===== src/rtl/uart_tx_serializer_pkg.sv =====
// Shared UART definitions: frame state encoding and default link parameters,
// used by both the transmit and receive ends of the serial link.
package uart_tx_serializer_pkg;

  typedef enum logic [1:0] {
    IDLE  = 2'd0,
    START = 2'd1,
    DATA  = 2'd2,
    STOP  = 2'd3
  } txState_t;

  localparam int DEFAULT_DATA_WIDTH   = 8;
  localparam int DEFAULT_CLKS_PER_BIT = 16;
  localparam int DEFAULT_STOP_BITS    = 1;

  function automatic int frameCycles(input int dataWidth, input int clksPerBit,
                                     input int stopBits);
    return (1 + dataWidth + stopBits) * clksPerBit;
  endfunction

endpackage


===== src/rtl/uart_tx_serializer_baud_counter.sv =====
// Bit-period timer: counts 0..CLKS_PER_BIT-1 and flags the last clock of each bit.
// Shared with the receive path; clr restarts the bit period on every state entry.
module uart_baud_counter
  import uart_tx_serializer_pkg::*;
#(
  parameter int CLKS_PER_BIT = DEFAULT_CLKS_PER_BIT
) (
  input  logic clk,
  input  logic rst,
  input  logic clr,
  output logic tick
);

  localparam int CW = $clog2(CLKS_PER_BIT);
  localparam logic [CW-1:0] LAST = CW'(CLKS_PER_BIT - 1);

  logic [CW-1:0] clkCnt;

  always_ff @(posedge clk or negedge rst) begin
    if (!rst) begin
      clkCnt <= '0;
    end else if (clr || clkCnt == LAST) begin
      clkCnt <= '0;
    end else begin
      clkCnt <= clkCnt + 1'b1;
    end
  end

  assign tick = (clkCnt == LAST);

endmodule


===== src/rtl/uart_tx_serializer.sv =====
// UART transmitter: latches a word on valid/ready and sends start, LSB-first data
// and stop bits. Outputs decode registered state only, so reset idles the line at once.
module uart_tx_serializer
  import uart_tx_serializer_pkg::*;
#(
  parameter int DATA_WIDTH   = DEFAULT_DATA_WIDTH,
  parameter int CLKS_PER_BIT = DEFAULT_CLKS_PER_BIT,
  parameter int STOP_BITS    = DEFAULT_STOP_BITS
) (
  input  logic                  clk,
  input  logic                  rst,
  input  logic [DATA_WIDTH-1:0] tx_data,
  input  logic                  tx_valid,
  output logic                  tx_ready,
  output logic                  tx_serial,
  output logic                  tx_busy,
  output logic                  tx_done
);

  localparam int BW = $clog2(DATA_WIDTH + 1);
  localparam logic [BW-1:0] LAST_DATA = BW'(DATA_WIDTH - 1);
  localparam logic [BW-1:0] LAST_STOP = BW'(STOP_BITS - 1);

  txState_t state, nextState;
  logic [BW-1:0]         bitCnt;
  logic [DATA_WIDTH-1:0] shReg;
  logic                  bitTick;
  logic                  clrBaud;
  logic                  accept;

  uart_baud_counter #(
    .CLKS_PER_BIT(CLKS_PER_BIT)
  ) baudCounter (
    .clk  (clk),
    .rst  (rst),
    .clr  (clrBaud),
    .tick (bitTick)
  );

  assign accept  = (state == IDLE) && tx_valid;
  assign clrBaud = (nextState != state);

  always_ff @(posedge clk or negedge rst) begin
    if (!rst) begin
      state <= IDLE;
    end else begin
      state <= nextState;
    end
  end

  always_comb begin
    nextState = state;
    tx_ready  = 1'b0;
    tx_busy   = 1'b1;
    tx_serial = 1'b1;
    tx_done   = 1'b0;
    case (state)
      IDLE: begin
        tx_ready = 1'b1;
        tx_busy  = 1'b0;
        if (accept) nextState = START;
      end
      START: begin
        tx_serial = 1'b0;
        if (bitTick) nextState = DATA;
      end
      DATA: begin
        tx_serial = shReg[0];
        if (bitTick && bitCnt == LAST_DATA) nextState = STOP;
      end
      STOP: begin
        // bitCnt counts stop bits here, so two-stop-bit frames reuse the same counter
        if (bitTick && bitCnt == LAST_STOP) begin
          tx_done   = 1'b1;
          nextState = IDLE;
        end
      end
      default: nextState = IDLE;
    endcase
  end

  always_ff @(posedge clk or negedge rst) begin
    if (!rst) begin
      bitCnt <= '0;
      shReg  <= '0;
    end else begin
      if (clrBaud) begin
        bitCnt <= '0;
      end else if (bitTick && (state == DATA || state == STOP)) begin
        bitCnt <= bitCnt + 1'b1;
      end
      if (accept) begin
        shReg <= tx_data;
      end else if (state == DATA && bitTick) begin
        shReg <= shReg >> 1;
      end
    end
  end

endmodule


===== config.mk =====
export PLATFORM = sky130hd
export DESIGN_NAME = uart_tx_serializer
export DESIGN_NICKNAME = d
export VERILOG_FILES = /design/src/rtl/uart_tx_serializer_pkg.sv /design/src/rtl/uart_tx_serializer_baud_counter.sv /design/src/rtl/uart_tx_serializer.sv
export SDC_FILE = /design/constraint.sdc
export NUM_CORES = 1
export LEC_CHECK = 0
export BUFFER_PORTS_ARGS = -buffer_cell sky130_fd_sc_hd__buf_2
export CAP_MARGIN = 5
export CORE_UTILIZATION = 40
export CTS_CLUSTER_SIZE = 20
export DETAILED_ROUTE_END_ITERATION = 12
export PLACE_DENSITY_LB_ADDON = 0.1
export SYNTH_ARGS = -nofsm -noshare
export SYNTH_HDL_FRONTEND = slang
export SYNTH_SLANG_ARGS = --single-unit

===== constraint.sdc =====
create_clock -name clk -period 4 [get_ports clk]
set_clock_uncertainty 0.1 [all_clocks]
set_input_delay 1.2 -clock clk [delete_from_list [all_inputs] [get_ports clk]]
set_output_delay 1.2 -clock clk [all_outputs]
set_load 0.02 [all_outputs]

==> results of run 1 <==
-- cell type report --
class | instances | area (um^2) | share of cell area, %
repair buffers | 14 | 70.1 | 6.07
well taps | 30 | 37.5 | 3.25
flip-flops and latches | 18 | 450 | 39.0
multi-input cells | 78 | 537 | 46.5
inverters | 6 | 22.5 | 1.95
clock buffers | 4 | 36.3 | 3.15
-- worst max-delay path: stages (launching register included) --
cell and delay (ns):
dfrtp_1 0.70, nand4bb_1 0.22, nor2_1 0.17, buf_2 0.19
-- final timing paths --
| path | startpoint | endpoint | slack (ns) | cells after the start |
|---|---|---|---|---|
| max | state[0] | tx_done | 1.13 | 3 |
| min | baudCounter.clkCnt[0] | baudCounter.clkCnt[0] | 0.42 | 1 |
| max reg2reg | state[1] | shReg[3] | 2.25 | 4 |
| min reg2reg | baudCounter.clkCnt[0] | baudCounter.clkCnt[0] | 0.42 | 1 |
| max in group asynchronous | rst | baudCounter.clkCnt[3] | 2.79 | 1 |
| min in group asynchronous | rst | bitCnt[0] | 0.71 | 1 |
-- state kept, by name, summed over array words and instances (netlist names) --
name	flops
baudCounter.clkCnt	4
bitCnt	4
shReg	8
state	2
-- cell families (layout without fill, tap and decap cells) --
group	Yosys count	in the layout	synth area share [%]
AOI/OAI and AO/OA	27	27	17.3
xor gates and xnor gates	1	1	0.831
adders and majority gates	3	3	3.56
buffers and inverters	11	24	6.41
DFF	18	18	42.7
muxes	7	7	6.64
and+or+nand+nor	40	40	22.5
-- per-layer routing --
| layer | track usage [%] | share of wire [%] | vias up |
|---|---|---|---|
| li1 | - | - | 406 |
| met3 | 5.17 | 4.8 | 2 |
| met2 | 21.5 | 41 | 18 |
| met5 | 0 | 0 | - |
| met4 | 3.95 | 0.68 | 0 |
| met1 | 22.7 | 53 | 375 |
-- placed cells by master (no fill, tap or decap), drive strengths merged, types with 3 or more instances in the layout --
cell,count
mux2i,7
ha,3
nor2,14
nor3,4
o21ai,5
nand2,6
nand4,4
inv,6
a21oi,17
dfrtp,18
buf,14
clkbuf,4
-- stage by stage --
stage          cells  power (mW)  hold slack, ns  util, %
4_1_cts          150       0.788           0.416     46.6
3_3_place_gp     146       0.666           0.388     45.1
2_1_floorplan    107       0.618           0.361        -
5_1_grt          150       0.851           0.454     46.6
3_5_place_dp     146       0.672           0.406     45.1
6_report         150       0.781           0.419     46.6
-- power by group through the flow --
stage	clock, mW	combinational, mW	sequential [mW]
2_1_floorplan	0	0.289	0.329
3_3_place_gp	0	0.300	0.366
3_5_place_dp	0	0.303	0.369
4_1_cts	0.118	0.305	0.365
5_1_grt	0.126	0.345	0.380
6_report	0.113	0.302	0.366
==> metrics.md, run 1 <==
| Metric | Value |
|---|---|
| GPL Wtd Cong | `0.784` |
| Proportion of power drawn by the clock network | `14.5%` |
| Post-synth EDFFs | `0` |
| Final period util | `71.9%` |
| H-Tree Depth | `1` |
| Vias | `801` |
| All-Layer GR Usage | `15.5%` |
| Global-route wire length before repair | `3150 um` |
| Drt drc | `0` |
| Critical path type | `reg2out` |
| Placed cell area | `0.00112 mm^2` |
| Post-Place Worst Slack | `1.47 ns` |
| Peak supply drop | `0.329 mV` |
| CTS root buffer | `clkbuf_4` |
| Endpoints failing hold | `0` |
| Yosys cell types | `33` |
| Cts bufs inserted | `3` |
| Vias in the first global route | `704` |
| Critical path fanouts, max | `14` |
| F_max | `0.348 GHz` |
| DR iter-0 viols | `20` |
| Syn_nets | `121` |
| Drt wl/cell | `12.8 um` |
| Status | `complete, no violations` |
| CTS Buffer Depth | `2` |
| Leak | `0.477 nW` |
| Postcts setup bufs | `0` |
| Internal power | `466 uW` |
| DIE HEIGHT | `53.4 um` |
| DR pass1 iterations | `4` |
| Die ar. | `0.00285 mm^2` |
| Post-synthesis sequential area ratio | `42.7%` |
| Synth Flop Type | `dfrtp_1` |
| Top post-synthesis cells by area | `dfrtp_1 (43%), mux2i_1 (6.6%), a21oi_1 (6.2%)` |
| Unrepaired setup endpoints after global routing | `false` |
| Setup ws final | `1.13 ns` |
| FILL cells | `251` |
| Core area | `0.00248 mm^2` |
| Post-CTS Resized | `0` |
| CP Capture Type | `primary output` |
| Switching pwr | `314 uW` |
| Antenna viol nets, final | `0` |
| Req. time, crit path | `2.70 ns` |
| Sequential power share | `46.9%` |
| Max-slew headroom | `64.2%` |
| Yosys top cell area share | `42.7%` |
| Die Wd | `53.4 um` |
| Combinational share of power | `38.7%` |
| Hold Path Class | `reg2reg` |
| Via density | `5.34` |
| Worst skew pair latency | `0.30 ns` |
| Count of final setup violators | `0` |
| Drt total wl | `1910 um` |
| Clock Sinks | `18` |
| Layout area overhead | `9.37%` |
| Ys Warns | `0` |
| Measured slew at the worst slew-check pin | `0.538 ns` |
| Min cycle time layout | `2.87 ns` |
| Switching share of total power | `40.3%` |
| Cell accounting for the most synthesized area | `dfrtp_1` |
| Commonest cells post-synth | `dfrtp_1 (18), a21oi_1 (13), nor2_1 (9)` |
| Number of diodes | `0` |
| Grt ovf | `0` |
| Max-slew violations | `0` |
| Setup TNS | `0 ns` |
| Post-DP HPWL | `1370 um` |
| Rows | `18` |
| Most instantiated library cell after synthesis | `dfrtp_1` |
| Initial Util | `42.6%` |
| Largest net degree at the start of global routing | `19` |
| Syn Inst Count | `107` |
| CP startpoint kind | `flip-flop` |
| CTS tree | `done` |
| PortBufs | `14` |
| CP arrival | `1.57 ns` |
| Final instance area | `0.00115 mm^2` |
| Syn Std Cell Area | `0.00105 mm^2` |
| Share of layout cells above drive strength 1 | `25.0%` |
| Seq cells post-synth | `18` |
| Reg clk slew, reported paths | `0.11 ns` |
| IO Pins | `15` |
| Share of flip-flops with an asynchronous set or reset | `100%` |
| Initial antenna violation count | `0` |
| Post-Syn Area per Cell | `9.86 um^2` |
| Power density over the cells | `677 mW/mm^2` |
| Final Net Count | `135` |
| Hold-fix buffers, CTS | `0` |
| Max-cap check violation count | `0` |
No activity file was read; power rests on OpenSTA's default activity.
==> inputs of run 2 (changes only) <==
==> constraint.sdc (replaced) <==
create_clock -name clk -period 2.92 [get_ports clk]
set_clock_uncertainty 0.1 [all_clocks]
set_input_delay 0.876 -clock clk [delete_from_list [all_inputs] [get_ports clk]]
set_output_delay 0.876 -clock clk [all_outputs]
set_load 0.02 [all_outputs]
==> metrics.md, run 2 (same netlist as run 1, synthesis figures left out) <==
| Metric | Value |
|---|---|
| Measured slew at the worst slew-check pin | `0.560 ns` |
| Commonest non-fill, non-tap cell in the layout | `dfrtp_1` |
| Endpoints failing hold | `0` |
| Crit path buffers/inverters | `1` |
| Peak supply drop | `0.477 mV` |
| R2r worst-path depth | `4` |
| GPL Wtd Cong | `0.783` |
| All-Layer GR Usage | `16.0%` |
| R2r startpoint | `state[1]` |
| Reg clk slew, reported paths | `0.12 ns` |
| Critical path fanouts, max | `14` |
| R2R Setup Slk | `1.15 ns` |
| Rows | `18` |
| Postcts setup bufs | `0` |
| Layout area overhead | `9.37%` |
| Top Family by Delay on Critical Path | `flip-flops` |
| CP Capture Type | `primary output` |
| Cells along the critical path | `nand4bb_1, nor2_1, buf_2` |
| Initial antenna violation count | `0` |
| CTS tree | `done` |
| Vias in the first global route | `665` |
| Drt drc | `0` |
| Hold-fix buffers, CTS | `0` |
| Initial Util | `42.6%` |
| PortBufs | `14` |
| CP startpoint kind | `flip-flop` |
| DIE HEIGHT | `53.4 um` |
| Critical path type | `reg2out` |
| Count of final setup violators | `0` |
| Post-CTS Resized | `0` |
| Vias | `772` |
| Reg2reg end | `shReg[3]` |
| Global-route wire length before repair | `3150 um` |
| Hold Path Class | `in2async` |
| Drt wl/cell | `13.2 um` |
| IO Pins | `15` |
| CP max-delay cell | `dfrtp_1` |
| Final instance area | `0.00115 mm^2` |
| Die Wd | `53.4 um` |
| DR pass1 iterations | `4` |
| Status | `complete, no violations` |
| Max-cap check violation count | `0` |
| CTS root buffer | `clkbuf_4` |
| Power density over the cells | `936 mW/mm^2` |
| Grt ovf | `0` |
| Biggest register | `shReg` |
| H-Tree Depth | `1` |
| Final period util | `88.9%` |
| Leak | `0.477 nW` |
| Most frequent cells in the layout | `dfrtp_1 (18), buf_2 (14), a21oi_1 (13), nor2_1 (9), mux2i_1 (7)` |
| Antenna viol nets, final | `0` |
| Core area | `0.00248 mm^2` |
| Via density | `5.15` |
| Unrepaired setup endpoints after global routing | `false` |
| Setup ws final | `0.324 ns` |
| Post-Place Worst Slack | `0.695 ns` |
| Largest net degree at the start of global routing | `19` |
| Biggest regs | `shReg x8, baudCounter.clkCnt x4, bitCnt x4` |
| Pwr Total | `1.08 mW` |
| Drt total wl | `1980 um` |
| Share of layout cells above drive strength 1 | `25.0%` |
| Critical path depth | `3` |
| Worst path max stage delay | `0.72 ns` |
| Min cycle time layout | `2.60 ns` |
| Setup TNS | `0 ns` |
| Max-slew violations | `0` |
| Worst skew pair latency | `0.31 ns` |
| Max reg flops | `8` |
| F_max | `0.385 GHz` |
| Number of diodes | `0` |
| Placed cell area | `0.00112 mm^2` |
| Post-DP HPWL | `1360 um` |
| Cts bufs inserted | `3` |
| CP arrival | `1.62 ns` |
| Clock Sinks | `18` |
| Die ar. | `0.00285 mm^2` |
| Max-slew headroom | `62.6%` |
| Req. time, crit path | `1.94 ns` |
| Crit path from | `state[0]` |
| DR iter-0 viols | `21` |
| Final Net Count | `135` |
| CTS Buffer Depth | `2` |
[run 2: metal layers]
metal / share of wire, % / vias to the layer above / GRT usage (%)
li1: - / 405 / -
met1: 55 / 351 / 23.1
met2: 39 / 11 / 21.5
met3: 3.1 / 5 / 2.59
met4: 2.8 / 0 / 10.5
met5: 0 / - / 0
[run 2: worst max path at each step]
stage / endpoint
global route: tx_done
finish: tx_done
detailed placement: tx_done
global placement: tx_done
floorplan: tx_done
CTS: tx_done
[run 2: area by class of cell]
cell class	count	area, um^2
clock buffer	4	36.3
fill	259	1320
inverter	6	22.5
multi-input combinational	78	537
sequential	18	450
tap	30	37.5
timing repair buffer	14	70.1
[run 2: per-stage QoR]
stage | hold WS (ns) | std cells | util (%)
floorplan | 0.361 | 107 | -
global placement | 0.387 | 146 | 45.1
detailed placement | 0.399 | 146 | 45.1
CTS | 0.381 | 150 | 46.6
global route | 0.398 | 150 | 46.6
finish | 0.371 | 150 | 46.6
[run 2: power by group]
part	switching, mW	internal [mW]	total [mW]
Sequential	0.140	0.361	0.501
Clock	0.0856	0.0762	0.162
Combinational	0.214	0.202	0.417
==> inputs of run 3 (changes only) <==
--- a/config.mk
+++ b/config.mk
@@ -7,9 +7,11 @@
 export LEC_CHECK = 0
 export BUFFER_PORTS_ARGS = -buffer_cell sky130_fd_sc_hd__buf_2
 export CAP_MARGIN = 5
+export CORE_ASPECT_RATIO = 0.7
 export CORE_UTILIZATION = 40
 export CTS_CLUSTER_SIZE = 20
 export DETAILED_ROUTE_END_ITERATION = 12
+export MAX_ROUTING_LAYER = met4
 export PLACE_DENSITY_LB_ADDON = 0.1
 export SYNTH_ARGS = -nofsm -noshare
 export SYNTH_HDL_FRONTEND = slang
==> metrics.md, run 3 (same netlist as run 1, synthesis figures left out) <==
| Metric | Value |
|---|---|
| Final Net Count | `135` |
| Vias in the first global route | `671` |
| Die Wd | `63.4 um` |
| GPL Wtd Cong | `0.760` |
| Number of diodes | `0` |
| Reg clk slew, reported paths | `0.07 ns` |
| DR iter-0 viols | `50` |
| Drt wl/cell | `12.5 um` |
| Cts bufs inserted | `3` |
| CP startpoint kind | `flip-flop` |
| Layout area overhead | `10.3%` |
| Reg2reg end | `shReg[3]` |
| DR pass1 iterations | `4` |
| Worst skew pair latency | `0.25 ns` |
| Initial antenna violation count | `0` |
| R2r worst-path depth | `4` |
| Post-Place Worst Slack | `0.668 ns` |
| Min Hold Slack | `0.397 ns` |
| Setup TNS | `0 ns` |
| Max-slew violations | `0` |
| Share of layout cells above drive strength 1 | `24.4%` |
| Leak | `0.478 nW` |
| Core area | `0.00248 mm^2` |
| Most frequent cells in the layout | `dfrtp_1 (18), buf_2 (14), a21oi_1 (13), nor2_1 (9), mux2i_1 (7)` |
| All-Layer GR Usage | `15.8%` |
| Drt drc | `0` |
| Status | `complete, no violations` |
| Biggest regs | `shReg x8, baudCounter.clkCnt x4, bitCnt x4` |
| Postcts setup bufs | `0` |
| Clock Sinks | `18` |
| Die ar. | `0.00285 mm^2` |
| Count of final setup violators | `0` |
| R2R Setup Slk | `1.17 ns` |
| Req. time, crit path | `1.94 ns` |
| Hold-fix buffers, CTS | `0` |
| Placed cell area | `0.00112 mm^2` |
| CTS tree | `done` |
| Biggest register | `shReg` |
| Max-slew headroom | `63.2%` |
| F_max | `0.391 GHz` |
| Final period util | `87.7%` |
| H-Tree Depth | `1` |
| Drt total wl | `1910 um` |
| Antenna viol nets, final | `0` |
| CP Capture Type | `primary output` |
| Endpoints failing hold | `0` |
| Vias | `814` |
| Crit path from | `state[0]` |
| Min cycle time layout | `2.56 ns` |
| Grt ovf | `0` |
| Max reg flops | `8` |
| Post-CTS Resized | `0` |
| Initial Util | `42.6%` |
| Hold Path Class | `reg2reg` |
| CTS Buffer Depth | `2` |
| Global-route wire length before repair | `3160 um` |
| DIE HEIGHT | `45.0 um` |
| Setup crit end | `tx_done` |
| Critical path type | `reg2out` |
| Final instance area | `0.00116 mm^2` |
| Commonest non-fill, non-tap cell in the layout | `dfrtp_1` |
| Measured slew at the worst slew-check pin | `0.552 ns` |
| R2r startpoint | `state[1]` |
| CTS root buffer | `clkbuf_8` |
| Power density over the cells | `932 mW/mm^2` |
| Largest net degree at the start of global routing | `19` |
| Post-DP HPWL | `1380 um` |
| Peak supply drop | `0.415 mV` |
| Critical path fanouts, max | `14` |
| Via density | `5.32` |
| Rows | `15` |
| PortBufs | `14` |
| Pwr Total | `1.08 mW` |
| CP arrival | `1.58 ns` |
| Setup ws final | `0.359 ns` |
| Max-cap check violation count | `0` |
| IO Pins | `15` |
| Unrepaired setup endpoints after global routing | `false` |
## run 3: changes by cell type in the layout (fill, tap and decap cells not counted)
cell	delta
clkbuf_4	-3
clkbuf_8	+2
## run 3: worst max-delay path, stage by stage, from the launching register on
cell	delay [ns]
dfrtp_1	0.69
nand4bb_1	0.23
nor2_1	0.21
buf_2	0.20
## run 3: where the power goes
group | internal [mW] | total (mW) | switching, mW
Sequential | 0.362 | 0.500 | 0.138
Clock | 0.0915 | 0.167 | 0.0759
Combinational | 0.202 | 0.416 | 0.214
## run 3: worst min-delay path by stage
stage | slack [ns] | cells past startpoint | to | from
5_1_grt | 0.42 | 1 | baudCounter.clkCnt[0] | baudCounter.clkCnt[0]
2_1_floorplan | 0.36 | 1 | baudCounter.clkCnt[0] | baudCounter.clkCnt[0]
3_5_place_dp | 0.39 | 1 | baudCounter.clkCnt[0] | baudCounter.clkCnt[0]
3_3_place_gp | 0.39 | 1 | baudCounter.clkCnt[0] | baudCounter.clkCnt[0]
6_report | 0.40 | 1 | baudCounter.clkCnt[0] | baudCounter.clkCnt[0]
4_1_cts | 0.40 | 1 | baudCounter.clkCnt[0] | baudCounter.clkCnt[0]
## run 3: layer usage
| metal | vias up | track usage (%) | wire (um) |
|---|---|---|---|
| met5 | - | - | 0 |
| met4 | 0 | 6.82 | 27 |
| met3 | 5 | 5.56 | 92 |
| met2 | 15 | 21.5 | 804 |
| met1 | 388 | 21.2 | 989 |
| li1 | 406 | - | - |
## run 3: final cells by class
| cell class | count | area, um^2 |
|---|---|---|
| clock buffers | 3 | 41.3 |
| flip-flops and latches | 18 | 450 |
| well taps | 34 | 42.5 |
| multi-input cells | 78 | 537 |
| fillers | 271 | 1310 |
| repair buffers | 14 | 70.1 |
| inverters | 6 | 22.5 |
## run 3: through the flow
step | instances | utilization [%]
final | 153 | 47.0
after global routing | 153 | 47.0
after detailed placement | 150 | 45.3
after floorplan | 107 | -
after CTS | 153 | 47.0
after global placement | 150 | 45.3
